==> src/rtl/dma_ctrl.sv <==
// dma_ctrl: single-channel Z80 DMA sequencer moving byte blocks between one I/O port and RAM.
// Latency: bus request one clock after START; each byte costs 2*(WAIT_CYCLES+1)+2 clocks once granted.
// Backpressure: stalls in REQ until busak_n is sampled low; holds the bus for the whole block.
// Optional feature macro: DMA_IRQ_EN adds int_n and CTRL bit3 IRQEN.
module dma_ctrl #(
    parameter int unsigned WAIT_CYCLES = 1
) (
    input  logic        clk_i,
    input  logic        rst_n_i,
    input  logic        cs_i,
    input  logic        ioreq_n,
    input  logic        wr_n,
    input  logic [7:0]  addr_i,
    input  logic [7:0]  data_i,
    output logic [7:0]  data_o,
    output logic        busrq_n,
    input  logic        busak_n,
    output logic        dma_active,
    output logic [15:0] dma_addr_o,
    output logic [7:0]  dma_data_o,
    input  logic [7:0]  dma_data_i,
    output logic        dma_mreq_n,
    output logic        dma_ioreq_n,
    output logic        dma_rd_n,
    output logic        dma_wr_n
`ifdef DMA_IRQ_EN
    ,
    output logic        int_n
`endif
);

    localparam logic [2:0] S_IDLE = 3'd0;
    localparam logic [2:0] S_REQ  = 3'd1;
    localparam logic [2:0] S_RD   = 3'd2;
    localparam logic [2:0] S_GAP  = 3'd3;
    localparam logic [2:0] S_WR   = 3'd4;
    localparam logic [2:0] S_NEXT = 3'd5;
    localparam logic [2:0] S_REL  = 3'd6;

    localparam logic [7:0] A_MEM_LO = 8'h74;
    localparam logic [7:0] A_MEM_HI = 8'h75;
    localparam logic [7:0] A_IOPORT = 8'h76;
    localparam logic [7:0] A_LEN_LO = 8'h77;
    localparam logic [7:0] A_LEN_HI = 8'h78;
    localparam logic [7:0] A_CTRL   = 8'h79;
    localparam logic [7:0] A_STATUS = 8'h7A;

    localparam logic [3:0] WAIT_INIT = 4'(WAIT_CYCLES);

    logic [2:0]  state, state_d;
    logic [15:0] mem, mem_d;
    logic [7:0]  ioport, ioport_d;
    logic [15:0] len, len_d;
    logic        dir, dir_d;
    logic        ioinc, ioinc_d;
    logic        busy, busy_d;
    logic        done, done_d;
    logic        aborted, aborted_d;
    logic        abort_pend, abort_pend_d;
    logic [3:0]  wcnt, wcnt_d;
    logic        wstb, wstb_q, wr_en;
    logic        rd_phase, wr_phase, bus_held, bus_owned;
`ifdef DMA_IRQ_EN
    logic        irqen, irqen_d;
`endif

    // A register write lands only on the first cycle of the CPU write strobe.
    assign wstb  = cs_i & ~ioreq_n & ~wr_n;
    assign wr_en = wstb & ~wstb_q;

    // Next-state logic: CPU register writes, then the transfer sequencer.
    always_comb begin
        state_d      = state;
        mem_d        = mem;
        ioport_d     = ioport;
        len_d        = len;
        dir_d        = dir;
        ioinc_d      = ioinc;
        busy_d       = busy;
        done_d       = done;
        aborted_d    = aborted;
        abort_pend_d = abort_pend;
        wcnt_d       = wcnt;
`ifdef DMA_IRQ_EN
        irqen_d      = irqen;
`endif

        // Configuration is frozen while a block is in flight.
        if (wr_en && !busy) begin
            case (addr_i)
                A_MEM_LO: mem_d[7:0]  = data_i;
                A_MEM_HI: mem_d[15:8] = data_i;
                A_IOPORT: ioport_d    = data_i;
                A_LEN_LO: len_d[7:0]  = data_i;
                A_LEN_HI: len_d[15:8] = data_i;
                A_CTRL: begin
                    dir_d   = data_i[1];
                    ioinc_d = data_i[2];
`ifdef DMA_IRQ_EN
                    irqen_d = data_i[3];
`endif
                end
                default: ;
            endcase
        end

        if (wr_en && addr_i == A_STATUS) begin
            done_d    = 1'b0;
            aborted_d = 1'b0;
        end

        // ABORT only means something while busy; it waits for the current byte to finish.
        if (wr_en && addr_i == A_CTRL && data_i[7] && busy)
            abort_pend_d = 1'b1;

        case (state)
            S_IDLE: begin
                if (wr_en && addr_i == A_CTRL && data_i[0]) begin
                    done_d    = 1'b0;
                    aborted_d = 1'b0;
                    if (len == 16'h0000) begin
                        // Empty block: finish through REL without touching the bus.
                        state_d = S_REL;
                    end else begin
                        busy_d  = 1'b1;
                        state_d = S_REQ;
                    end
                end
            end
            S_REQ: begin
                if (abort_pend) begin
                    state_d = S_REL;
                end else if (!busak_n) begin
                    state_d = S_RD;
                    wcnt_d  = WAIT_INIT;
                end
            end
            S_RD: begin
                if (wcnt == 4'd0) state_d = S_GAP;
                else              wcnt_d  = wcnt - 4'd1;
            end
            S_GAP: begin
                state_d = S_WR;
                wcnt_d  = WAIT_INIT;
            end
            S_WR: begin
                if (wcnt == 4'd0) state_d = S_NEXT;
                else              wcnt_d  = wcnt - 4'd1;
            end
            S_NEXT: begin
                len_d = len - 16'd1;
                mem_d = mem + 16'd1;
                if (ioinc) ioport_d = ioport + 8'd1;
                if (len_d == 16'h0000 || abort_pend) begin
                    state_d = S_REL;
                end else begin
                    state_d = S_RD;
                    wcnt_d  = WAIT_INIT;
                end
            end
            S_REL: begin
                state_d      = S_IDLE;
                busy_d       = 1'b0;
                done_d       = 1'b1;
                aborted_d    = abort_pend;
                abort_pend_d = 1'b0;
            end
            default: state_d = S_IDLE;
        endcase
    end

    // Bus outputs are decoded from the next state so every strobe comes straight off a flop.
    assign rd_phase  = (state_d == S_RD);
    assign wr_phase  = (state_d == S_WR);
    assign bus_owned = (state_d == S_RD) || (state_d == S_GAP) ||
                       (state_d == S_WR) || (state_d == S_NEXT);
    assign bus_held  = bus_owned || (state_d == S_REQ);

    // State, configuration and registered bus outputs.
    always_ff @(posedge clk_i or negedge rst_n_i) begin
        if (!rst_n_i) begin
            state       <= S_IDLE;
            mem         <= 16'h0000;
            ioport      <= 8'h00;
            len         <= 16'h0000;
            dir         <= 1'b0;
            ioinc       <= 1'b0;
            busy        <= 1'b0;
            done        <= 1'b0;
            aborted     <= 1'b0;
            abort_pend  <= 1'b0;
            wcnt        <= 4'd0;
            wstb_q      <= 1'b0;
            busrq_n     <= 1'b1;
            dma_active  <= 1'b0;
            dma_addr_o  <= 16'h0000;
            dma_data_o  <= 8'h00;
            dma_mreq_n  <= 1'b1;
            dma_ioreq_n <= 1'b1;
            dma_rd_n    <= 1'b1;
            dma_wr_n    <= 1'b1;
`ifdef DMA_IRQ_EN
            irqen       <= 1'b0;
            int_n       <= 1'b1;
`endif
        end else begin
            state       <= state_d;
            mem         <= mem_d;
            ioport      <= ioport_d;
            len         <= len_d;
            dir         <= dir_d;
            ioinc       <= ioinc_d;
            busy        <= busy_d;
            done        <= done_d;
            aborted     <= aborted_d;
            abort_pend  <= abort_pend_d;
            wcnt        <= wcnt_d;
            wstb_q      <= wstb;
            busrq_n     <= ~bus_held;
            dma_active  <= bus_owned;
            dma_rd_n    <= ~rd_phase;
            dma_wr_n    <= ~wr_phase;
            // DIR=0 reads the port and writes memory; DIR=1 the reverse.
            dma_mreq_n  <= ~((rd_phase & dir) | (wr_phase & ~dir));
            dma_ioreq_n <= ~((rd_phase & ~dir) | (wr_phase & dir));
            if (rd_phase)
                dma_addr_o <= dir ? mem_d : {8'h00, ioport_d};
            else if (wr_phase)
                dma_addr_o <= dir ? {8'h00, ioport_d} : mem_d;
            // Capture the source byte on the last read clock; it stays on the bus until the next one.
            if (state == S_RD && wcnt == 4'd0)
                dma_data_o <= dma_data_i;
`ifdef DMA_IRQ_EN
            irqen       <= irqen_d;
            int_n       <= ~(done_d & irqen_d);
`endif
        end
    end

    // Register readback; live counters are visible during a transfer.
    always_comb begin
        data_o = 8'h00;
        if (cs_i && !ioreq_n) begin
            case (addr_i)
                A_MEM_LO: data_o = mem[7:0];
                A_MEM_HI: data_o = mem[15:8];
                A_IOPORT: data_o = ioport;
                A_LEN_LO: data_o = len[7:0];
                A_LEN_HI: data_o = len[15:8];
`ifdef DMA_IRQ_EN
                A_CTRL:   data_o = {4'b0000, irqen, ioinc, dir, 1'b0};
`else
                A_CTRL:   data_o = {5'b00000, ioinc, dir, 1'b0};
`endif
                A_STATUS: data_o = {5'b00000, aborted, done, busy};
                default:  data_o = 8'h00;
            endcase
        end
    end

endmodule

==> config.mk <==
export PLATFORM = sky130hd
export DESIGN_NAME = dma_ctrl
export DESIGN_NICKNAME = d
export VERILOG_FILES = /design/src/rtl/dma_ctrl.sv
export SDC_FILE = /design/constraint.sdc
export NUM_CORES = 1
export LEC_CHECK = 0
export ABC_AREA = 1
export CAP_MARGIN = 40
export CELL_PAD_IN_SITES_DETAIL_PLACEMENT = 1
export CELL_PAD_IN_SITES_GLOBAL_PLACEMENT = 1
export CORE_ASPECT_RATIO = 0.5
export CORE_UTILIZATION = 45
export CTS_BUF_LIST = sky130_fd_sc_hd__clkbuf_4 sky130_fd_sc_hd__clkbuf_8
export CTS_CLUSTER_DIAMETER = 60
export CTS_CLUSTER_SIZE = 30
export DETAILED_ROUTE_END_ITERATION = 12
export PLACE_DENSITY = 0.95
export RECOVER_POWER = 50
export SYNTH_ARGS = -nofsm -noshare
export SYNTH_HDL_FRONTEND = slang
export SYNTH_SLANG_ARGS = --single-unit
==> constraint.sdc <==
create_clock -name clk_i -period 4.2 [get_ports clk_i]
set_input_delay 0.84 -clock clk_i [delete_from_list [all_inputs] [get_ports clk_i]]
set_output_delay 0.84 -clock clk_i [all_outputs]
set_load 0.02 [all_outputs]
==> flow_metrics.py, run 1 <==
metrics = {
    "status": {
        "status": "complete, but fails checks",
        "failed_checks": "max-capacitance violations, max-slew violations",
    },
    "finish": {
        "antenna_cells": 0,
        "design_area_sq_mm": 0.00647,
        "fill_cells": 1499,
        "drive_gt1_share_pct": 7.57,
        "post-route-util_pct": 57.0,
        "layout.nets": 877,
        "area.growth.synth_to_final_pct": 19.6,
    },
    "critical_path": {
        "worst_ep_required_time_ns": 3.36,
        "end_kind": "primary output",
        "worstPathCellList": "clkdlybuf4s50_1 -> inv_1 -> nor2_1 -> nand3_1 -> o221ai_1 -> a221oi_1 -> nor2_1 -> clkdlybuf4s50_1",
        "worstPathArrival_ns": 3.20,
        "critPathMaxStageDelay_ns": 0.65,
        "path_class": "input port to primary output",
        "path_max_fanout": 10,
        "cp-start-kind": "input port",
        "cp_slowest_cell": "clkdlybuf4s50_1",
    },
    "logic_synthesis": {
        "synth_cells": 769,
        "synth_seq_cells": 84,
        "synthAdderAreaFrac_pct": 1.39,
        "syn_nets": 805,
        "synth-xor-area-share_pct": 1.46,
        "yosys_warnings": 0,
        "syn_avg_cell_area_sq_um": 7.04,
        "synth_top_family_by_area": "simple AND/OR/NAND/NOR gates",
        "synthMuxAreaShare_pct": 1.66,
        "ys_types": 45,
        "synthesis.area_sq_mm": 0.00541,
        "synth-async-reset-ratio_pct": 100,
        "ys_seq_area_share_pct": 39.0,
        "synth_compound_area_share_pct": 14.0,
        "synthSimpleGateAreaFrac_pct": 34.0,
        "synth_edf_count": 0,
        "ys.flop_type": "dfrtp_1",
    },
    "clocking": {
        "clk_pin_slew_ns": 0.08,
        "clock_latency_ns": 0.37,
        "htree_levels": 3,
        "cts_made_buffers": 9,
        "post_cts_buffers": 0,
        "cts_tree": "yes",
        "cts-root-buf": "clkbuf_8",
        "clock_sinks": 84,
        "cts_buffer_depth": 2,
    },
    "global_route": {
        "antenna_found_initial": 0,
        "grt_pass1_wl_um": 32500,
        "grt_usage_pct": 34.4,
        "globalRoute.totalOverflow": 0,
        "grt_max_degree": 63,
        "grt_pass1_vias": 5958,
    },
    "flow_run": {
        "max_cap_viol_count": 1,
    },
    "die": {
        "num_rows": 27,
        "core_area_sq_mm": 0.0114,
        "initial_utilization_pct": 47.7,
        "dieArea_sq_mm": 0.0125,
        "die_h_um": 79.6,
        "die_w_um": 157,
        "io_pins": 68,
    },
    "place": {
        "place_area_sq_mm": 0.00627,
        "dp_hpwl_um": 15200,
        "gp_congestion": 0.941,
        "io_buffers": 67,
        "dp_slack_ns": 0.125,
    },
    "sta": {
        "fin_skew_ns": 0.00947,
        "worst_slew_pin_slew_ns": 1.70,
        "relSlewSlack_pct": -13.6,
        "drv_slew": 63,
        "fin_ws_ns": 0.161,
        "fin_crit_sh_pct": 96.2,
        "tns_ns": 0,
        "setup_viol": 0,
        "timing.fmax_mhz": 248,
        "finalHoldViolCount": 0,
        "rsz0062_at_grt": "yes",
        "fin_crit_ns": 4.04,
    },
    "drt": {
        "via_count": 5838,
        "dr.pass1.iters": 5,
        "drc": 0,
        "drtIter0Drc": 584,
        "vias_per_cell": 5.81,
        "avgRoutedWirePerCell_um": 20.0,
        "wl_um": 20100,
        "ant_nets": 0,
    },
    "pwr": {
        "p_leak_nw": 3.16,
        "p_per_area_mw_per_mm2": 588,
        "ir_drop_uv": 407,
    },
    "worst_hold_path": {
        "hold_class": "flop to flop",
    },
}
-- final cells by class --
cell class | instances | area (sq um) | area share [%]
Clock buffer | 11 | 139 | 2.15
Inverter | 100 | 380 | 5.88
Timing Repair Buffer | 77 | 743 | 11.5
Clock inverter | 5 | 62.6 | 0.967
Sequential cell | 84 | 2110 | 32.6
Multi-Input combinational cell | 569 | 2840 | 43.9
Tap cell | 159 | 199 | 3.07
-- stage by stage --
stage / total power, W / hold slack (ns) / cells
2_1_floorplan: 0.00249 / 0.453 / 769
3_3_place_gp: 0.00305 / 0.464 / 989
3_5_place_dp: 0.00318 / 0.472 / 989
4_1_cts: 0.00382 / 0.499 / 1005
5_1_grt: 0.00405 / 0.509 / 1005
6_report: 0.00380 / 0.491 / 1005
-- cells in the mapped netlist, drive strengths merged, types with 2 or more instances --
cell type	instances	share of area (%)
nand2	233	17
inv	99	7.0
nor2	80	6.4
dfrtp	79	37
nand3	72	6.9
o21ai	41	3.8
a21oi	32	3.2
o211ai	17	2.4
nand4	16	1.8
nor3	11	1.0
o22ai	11	1.3
clkbuf	9	0.62
mux2	8	1.7
buf	7	0.92
xor2	7	1.1
a31oi	6	0.69
and2	6	0.69
ha	6	1.4
dfstp	5	2.4
o221ai	4	0.65
a211oi	3	0.42
a21boi	3	0.42
a221oi	2	0.32
or2	2	0.23
xnor2	2	0.32
-- state kept, by name, indices dropped and copies added (netlist names), 3 cells and up --
name and count:
dma_addr_o 16, dma_data_o 8, ioport 8, len 16, mem 16, state 3, wcnt 4
-- kinds of logic after synthesis --
group / count (synthesis)
muxes: 8
DFF: 84
and+or+nand+nor: 421
xor gates and xnor gates: 9
adders and majority gates: 6
buffers and inverters: 116
AOI/OAI and AO/OA: 125
-- worst max-delay path: cells and delay by family --
family / cells / cell delay (ns)
AOI/OAI and AO/OA: 2 / 0.40
and+or+nand+nor: 3 / 0.80
buffers and inverters: 3 / 1.16
-- path summary, 6_finish.rpt --
kind	start	endpoint	slack, ns	depth (start not counted)
max	addr_i[2]	data_o[5]	0.16	8
min reg2reg	dma_addr_o[12]	dma_addr_o[12]	0.49	2
min in group asynchronous	rst_n_i	dma_addr_o[7]	0.90	1
max reg2reg	len[0]	dma_addr_o[15]	1.25	15
min	dma_addr_o[12]	dma_addr_o[12]	0.49	2
max in group asynchronous	rst_n_i	len[6]	1.36	2
-- what timing repair did --
item,4_1_cts,5_1_grt
gates resized for setup,0,4
endpoints found under the setup margin,0,5
hold buffers,0,0
-- routing by layer --
layer  share of wire, %  up-vias  track usage, %  wire (um)
li1                   -     2669               -          -
met1                 44     2894            45.7       8770
met2                 46      227            55.5       9240
met3                7.7       48            7.82       1550
met4                2.7        0            11.7        533
met5                  0        -               0          0
-- power by group --
group	internal, W	switching, W	leakage, nW	total, W
combinational	0.000642	0.00115	2.05	0.00180
sequential	0.00110	0.000298	1.02	0.00140
clock	0.000290	0.000314	0.0966	0.000605
total	0.00204	0.00177	3.16	0.00380
-- layout by cell type, fill, tap and decap left out, types with 3 or more instances in the layout --
| master | netlist | layout |
|---|---|---|
| nand2_1 | 225 | 225 |
| inv_1 | 92 | 92 |
| dfrtp_1 | 79 | 79 |
| nor2_1 | 72 | 72 |
| nand3_1 | 71 | 71 |
| clkdlybuf4s50_1 | 0 | 54 |
| o21ai_0 | 39 | 39 |
| a21oi_1 | 31 | 31 |
| o211ai_1 | 17 | 17 |
| nand4_1 | 16 | 16 |
| nor3_1 | 11 | 11 |
| o22ai_1 | 11 | 11 |
| clkbuf_8 | 0 | 9 |
| dlygate4sd3_1 | 0 | 8 |
| buf_4 | 1 | 8 |
| xor2_1 | 7 | 7 |
| mux2_2 | 8 | 7 |
| inv_2 | 6 | 6 |
| nand2_2 | 6 | 6 |
| a31oi_1 | 6 | 6 |
| and2_1 | 6 | 6 |
| ha_1 | 6 | 6 |
| dfstp_2 | 5 | 5 |
| nor2_2 | 4 | 4 |
| o221ai_1 | 4 | 4 |
| dlymetal6s2s_1 | 0 | 4 |
| nor2_4 | 3 | 3 |
| a211oi_1 | 3 | 3 |
| a21boi_0 | 3 | 3 |
(Power assumes the default switching activity.)
==> run 2, diff against run 1 <==
Settings changed: CORE_MARGIN set to 2.
==> run 2 against run 1 <==
Compared with the run above:
- the flow still finishes with violations (max-capacitance violations, max-slew violations)
- clock power fell by 2%
- global-route usage fell by 2.5 points
- total power fell by 0.46%
- first-iteration DRC count fell by 15%
- via count fell by 0.43%
- critical path depth rose by 4
- sequential power barely moved
- largest cell class unchanged
==> flow_metrics.py, run 2 (synthesized netlist as in run 1, its figures left out) <==
metrics = {
    "finish": {
        "drive_gt1_share_pct": 7.92,
        "mostFrequentLayoutCells": "nand2_1, inv_1, dfrtp_1, nor2_1, nand3_1",
        "fill_cells": 1547,
        "layout_commonest_cell": "nand2_1",
        "largestRegisters": "dma_addr_o x16, len x16, mem x16",
        "area.growth.synth_to_final_pct": 19.6,
        "layout.nets": 877,
        "antenna_cells": 0,
        "design_area_sq_mm": 0.00647,
    },
    "clocking": {
        "cts-root-buf": "clkbuf_8",
        "cts_made_buffers": 9,
        "clock_sinks": 84,
        "cts_tree": "yes",
        "cts_buffer_depth": 2,
        "clk_pin_slew_ns": 0.09,
        "htree_levels": 3,
        "post_cts_buffers": 0,
        "clock_latency_ns": 0.39,
        "hold_buffers": 0,
    },
    "critical_path": {
        "cp-start-kind": "input port",
        "worstPathArrival_ns": 3.18,
        "path_class": "input port to primary output",
        "end_kind": "primary output",
        "crit_start": "addr_i[5]",
        "path_delay_family": "buffers and inverters",
        "cp_slowest_cell": "clkdlybuf4s50_1",
        "worst_ep_required_time_ns": 3.36,
        "path_max_fanout": 8,
        "critPathMaxStageDelay_ns": 0.60,
        "worst-path-buf-inv": 5,
        "worstPathCellList": "clkdlybuf4s50_1 -> nand2_1 -> nor2_4 -> inv_1 -> nor2_1 -> inv_1 -> nor2_1 -> inv_1 -> o22ai_1 -> a211oi_1 -> nor2_1 -> clkdlybuf4s50_1",
        "r2r_start": "len[0]",
    },
    "worst_hold_path": {
        "hold_class": "flop to flop",
        "hp-start": "dma_addr_o[1]",
    },
    "pwr": {
        "p_leak_nw": 3.13,
        "p_per_area_mw_per_mm2": 585,
        "ir_drop_uv": 332,
    },
    "sta": {
        "tns_ns": 0,
        "rsz0062_at_grt": "no",
        "fin_crit_sh_pct": 95.8,
        "relSlewSlack_pct": -128,
        "fin_crit_ns": 4.02,
        "finalHoldViolCount": 0,
        "drv_slew": 61,
        "worst_slew_pin_slew_ns": 3.42,
        "setup_viol": 0,
        "timing.fmax_mhz": 249,
        "fin_skew_ns": 0.0108,
    },
    "drt": {
        "drtIter0Drc": 496,
        "vias_per_cell": 5.75,
        "via_count": 5813,
        "dr.pass1.iters": 5,
        "ant_nets": 0,
        "drc": 0,
        "avgRoutedWirePerCell_um": 19.9,
        "wl_um": 20100,
    },
    "place": {
        "place_area_sq_mm": 0.00628,
        "io_buffers": 67,
        "gp_congestion": 0.906,
        "dp_hpwl_um": 15300,
    },
    "global_route": {
        "antenna_found_initial": 0,
        "grt_usage_pct": 31.9,
        "globalRoute.totalOverflow": 0,
        "grt_pass1_vias": 5974,
        "grt_max_degree": 61,
        "grt_pass1_wl_um": 31900,
    },
    "die": {
        "io_pins": 68,
        "num_rows": 28,
        "initial_utilization_pct": 46.0,
        "core_area_sq_mm": 0.0118,
        "die_w_um": 159,
        "die_h_um": 81.6,
        "dieArea_sq_mm": 0.0130,
    },
    "status": {
        "failed_checks": "max-capacitance violations, max-slew violations",
        "status": "complete, but fails checks",
    },
    "flow_run": {
        "max_cap_viol_count": 1,
    },
}
-- run 2: changes by cell type in the layout (fill, tap and decap cells not counted), moves of 2 or more --
cell            before  now
inv_6                1    5
clkbuf_4             2    0
clkinvlp_4           2    0
dlymetal6s2s_1       4    2
nand3_1             71   69
nand3_2              0    2
-- run 2: where the power goes --
part	total [W]	internal, W	switching, W
registers	0.00140	0.00110	0.000296
clock network	0.000595	0.000230	0.000365
logic	0.00179	0.000643	0.00115
total	0.00379	0.00198	0.00181
-- run 2: worst paths after layout --
check	to	slack, ns	cells past startpoint
hold / removal	dma_addr_o[1]	0.49	2
min in group asynchronous	dma_addr_o[1]	1.60	1
max in group asynchronous	ioport[4]	0.53	2
hold reg to reg	dma_addr_o[1]	0.49	2
setup / recovery	data_o[7]	0.18	12
setup reg to reg	dma_addr_o[15]	1.11	16
-- run 2: final cells by class --
| cell class | instances | area (sq um) | share of cell area [%] |
|---|---|---|---|
| multi-input combinational | 569 | 2850 | 44.0 |
| sequential | 84 | 2110 | 32.6 |
| timing repair buffer | 77 | 738 | 11.4 |
| inverter | 100 | 380 | 5.88 |
| tap | 165 | 206 | 3.19 |
| clock buffer | 9 | 124 | 1.91 |
| clock inverter | 7 | 63.8 | 0.986 |
-- run 2: through the flow --
| stage | utilization, % | power (W) | std cells | hold slack (ns) | setup WS [ns] |
|---|---|---|---|---|---|
| 2_1_floorplan | - | 0.00249 | 769 | 0.453 | 1.26 |
| 3_3_place_gp | 53.3 | 0.00304 | 995 | 0.464 | 0.239 |
| 3_5_place_dp | 53.3 | 0.00319 | 995 | 0.469 | 0.189 |
| 4_1_cts | 54.9 | 0.00379 | 1011 | 0.500 | 0.167 |
| 5_1_grt | 55.0 | 0.00403 | 1011 | 0.520 | 0.0126 |
| 6_report | 55.0 | 0.00379 | 1011 | 0.491 | 0.178 |
-- run 2: metal layers --
layer  global-route usage, %  vias up  routed length [um]
li1                        -     2672                   -
met3                    6.82       39                1350
met2                    55.4      223                9550
met4                    9.55        0                 406
met1                    40.9     2879                8820
met5                       0        -                   0
-- run 2: tightest hold or removal path, stage by stage, from the launching register on --
cell	delay (ns)
dfrtp_1	0.36
nand2_1	0.05
nand2_1	0.05
-- run 2: repair_timing --
action                                  4_1_cts  5_1_grt
gates resized for setup                       0        4
endpoints found under the setup margin        0        5
endpoints found under the hold margin         0        0
==> run 3, diff against run 2 <==
Settings changed: ABC_CLOCK_PERIOD_IN_PS set to 4200, CORE_UTILIZATION 45 to 35, PLACE_DENSITY 0.95 to 0.81.
==> run 3 against run 2 <==
Compared with the run above:
- the flow still finishes with violations (max-capacitance violations, max-slew violations)
- design area is 0.83% higher
- clock power decreased by 2%
- total power shrank 1.6%
- fmax is 1.7% lower
- die area grew 27%
- final cell count is 3.9% higher
- flip-flop and latch count is the same
- via count decreased by 5.3%
- sequential power barely moved
- clock-buffer cell count increased by 4
==> flow_metrics.py, run 3 (synthesized netlist as in run 1, its figures left out) <==
metrics = {
    "status": {
        "status": "complete, but fails checks",
        "failed_checks": "max-capacitance violations, max-slew violations",
    },
    "global_route": {
        "grt_pass1_vias": 5754,
        "grt_max_degree": 61,
        "antenna_found_initial": 0,
        "grt_pass1_wl_um": 30900,
        "grt_usage_pct": 23.6,
        "globalRoute.totalOverflow": 0,
    },
    "finish": {
        "drive_gt1_share_pct": 7.80,
        "layout.nets": 877,
        "area.growth.synth_to_final_pct": 20.6,
        "fill_cells": 1942,
        "seq_area_sq_mm": 0.00211,
        "fin_cells": 1050,
        "multi_input_comb_area_sq_mm": 0.00285,
        "largestRegisters": "dma_addr_o x16, len x16, mem x16",
        "mostFrequentLayoutCells": "nand2_1, inv_1, dfrtp_1, nor2_1, nand3_1",
        "layout_commonest_cell": "nand2_1",
        "antenna_cells": 0,
    },
    "sta": {
        "rsz0062_at_grt": "yes",
        "fin_crit_ns": 4.09,
        "finalHoldViolCount": 0,
        "fin_ws_ns": 0.110,
        "setup_viol": 0,
        "fin_skew_ns": 0.00843,
        "fin_crit_sh_pct": 97.4,
        "relSlewSlack_pct": -131,
        "drv_slew": 61,
        "timing.fmax_mhz": 245,
        "worst_slew_pin_slew_ns": 3.46,
    },
    "clocking": {
        "clk_pin_slew_ns": 0.08,
        "cts_tree": "yes",
        "htree_levels": 3,
        "hold_buffers": 0,
        "cts_buffer_depth": 2,
        "cts_resized": 0,
        "clock_sinks": 84,
        "cts-root-buf": "clkbuf_8",
        "clock_latency_ns": 0.37,
        "post_cts_buffers": 0,
        "cts_made_buffers": 9,
    },
    "die": {
        "io_pins": 68,
        "initial_utilization_pct": 35.5,
        "die_h_um": 91.9,
        "num_rows": 32,
        "die_w_um": 180,
        "dieArea_sq_mm": 0.0165,
        "core_area_sq_mm": 0.0153,
    },
    "drt": {
        "vias_per_cell": 5.24,
        "ant_nets": 0,
        "dr.pass1.iters": 4,
        "drtIter0Drc": 402,
        "drc": 0,
        "via_count": 5504,
        "wl_um": 19000,
        "avgRoutedWirePerCell_um": 18.1,
    },
    "critical_path": {
        "path_class": "input port to primary output",
        "rr_worst_depth": 15,
        "rr_endpoint": "dma_addr_o[15]",
        "end_kind": "primary output",
        "ff2ff_setup_slack_ns": 1.26,
        "worst_ep_required_time_ns": 3.36,
        "path_max_fanout": 8,
        "r2r_start": "len[0]",
        "cp-start-kind": "input port",
        "worstPathArrival_ns": 3.25,
    },
    "place": {
        "dp_hpwl_um": 14700,
        "dp_slack_ns": 0.0954,
        "gp_congestion": 0.942,
        "io_buffers": 67,
        "dp.cells": 1034,
    },
    "worst_hold_path": {
        "hp-start": "dma_addr_o[2]",
        "hold_depth": 2,
        "min_to": "dma_addr_o[2]",
        "hold_class": "flop to flop",
    },
    "flow_run": {
        "max_cap_viol_count": 1,
    },
    "pwr": {
        "p_leak_nw": 3.14,
        "ir_drop_uv": 192,
        "p_per_area_mw_per_mm2": 571,
        "total_power_w": 0.00373,
    },
}
-- run 3: metrics by stage --
step / utilization [%] / cell area (sq um) / setup TNS [ns] / hold slack [ns]
after floorplan: - / 5410 / 0 / 0.453
after global placement: 41.5 / 6330 / 0 / 0.464
after detailed placement: 41.5 / 6330 / 0 / 0.472
after CTS: 42.7 / 6520 / 0 / 0.495
after global routing: 42.8 / 6530 / -0.109 / 0.518
final: 42.8 / 6530 / 0 / 0.484
-- run 3: worst max-delay path by stage --
stage | startpoint | end | slack (ns) | cells after the start
2_1_floorplan | addr_i[7] | data_o[2] | 1.26 | 11
5_1_grt | addr_i[2] | data_o[5] | -0.03 | 8
6_report | addr_i[2] | data_o[5] | 0.11 | 8
3_5_place_dp | addr_i[2] | data_o[3] | 0.1 | 8
3_3_place_gp | addr_i[5] | data_o[2] | 0.18 | 12
4_1_cts | addr_i[5] | data_o[2] | 0.05 | 12
-- run 3: cell type report --
cell class / instances / share of cell area, %
clock buffer: 13 / 2.65
clock inverter: 3 / 0.307
inverter: 100 / 5.83
multi-input combinational: 569 / 43.6
sequential: 84 / 32.3
tap: 204 / 3.91
timing repair buffer: 77 / 11.4
-- run 3: metal layers --
layer,wire length (um),track usage [%]
met4,199,4.81
met1,9280,33.4
met5,0,0
met2,8680,38.3
met3,802,3.85
-- run 3: worst max-delay path: stages --
cell and delay (ns):
clkdlybuf4s50_1 0.50, inv_1 0.06, nor2_1 0.28, nand3_1 0.33, o221ai_1 0.29, a221oi_1 0.09
nor2_1 0.20, clkdlybuf4s50_1 0.66
-- run 3: report_power, final --
group / switching [W] / total (W) / internal [W]
registers: 0.000289 / 0.00139 / 0.00110
clock network: 0.000311 / 0.000581 / 0.000270
logic: 0.00110 / 0.00175 / 0.000654
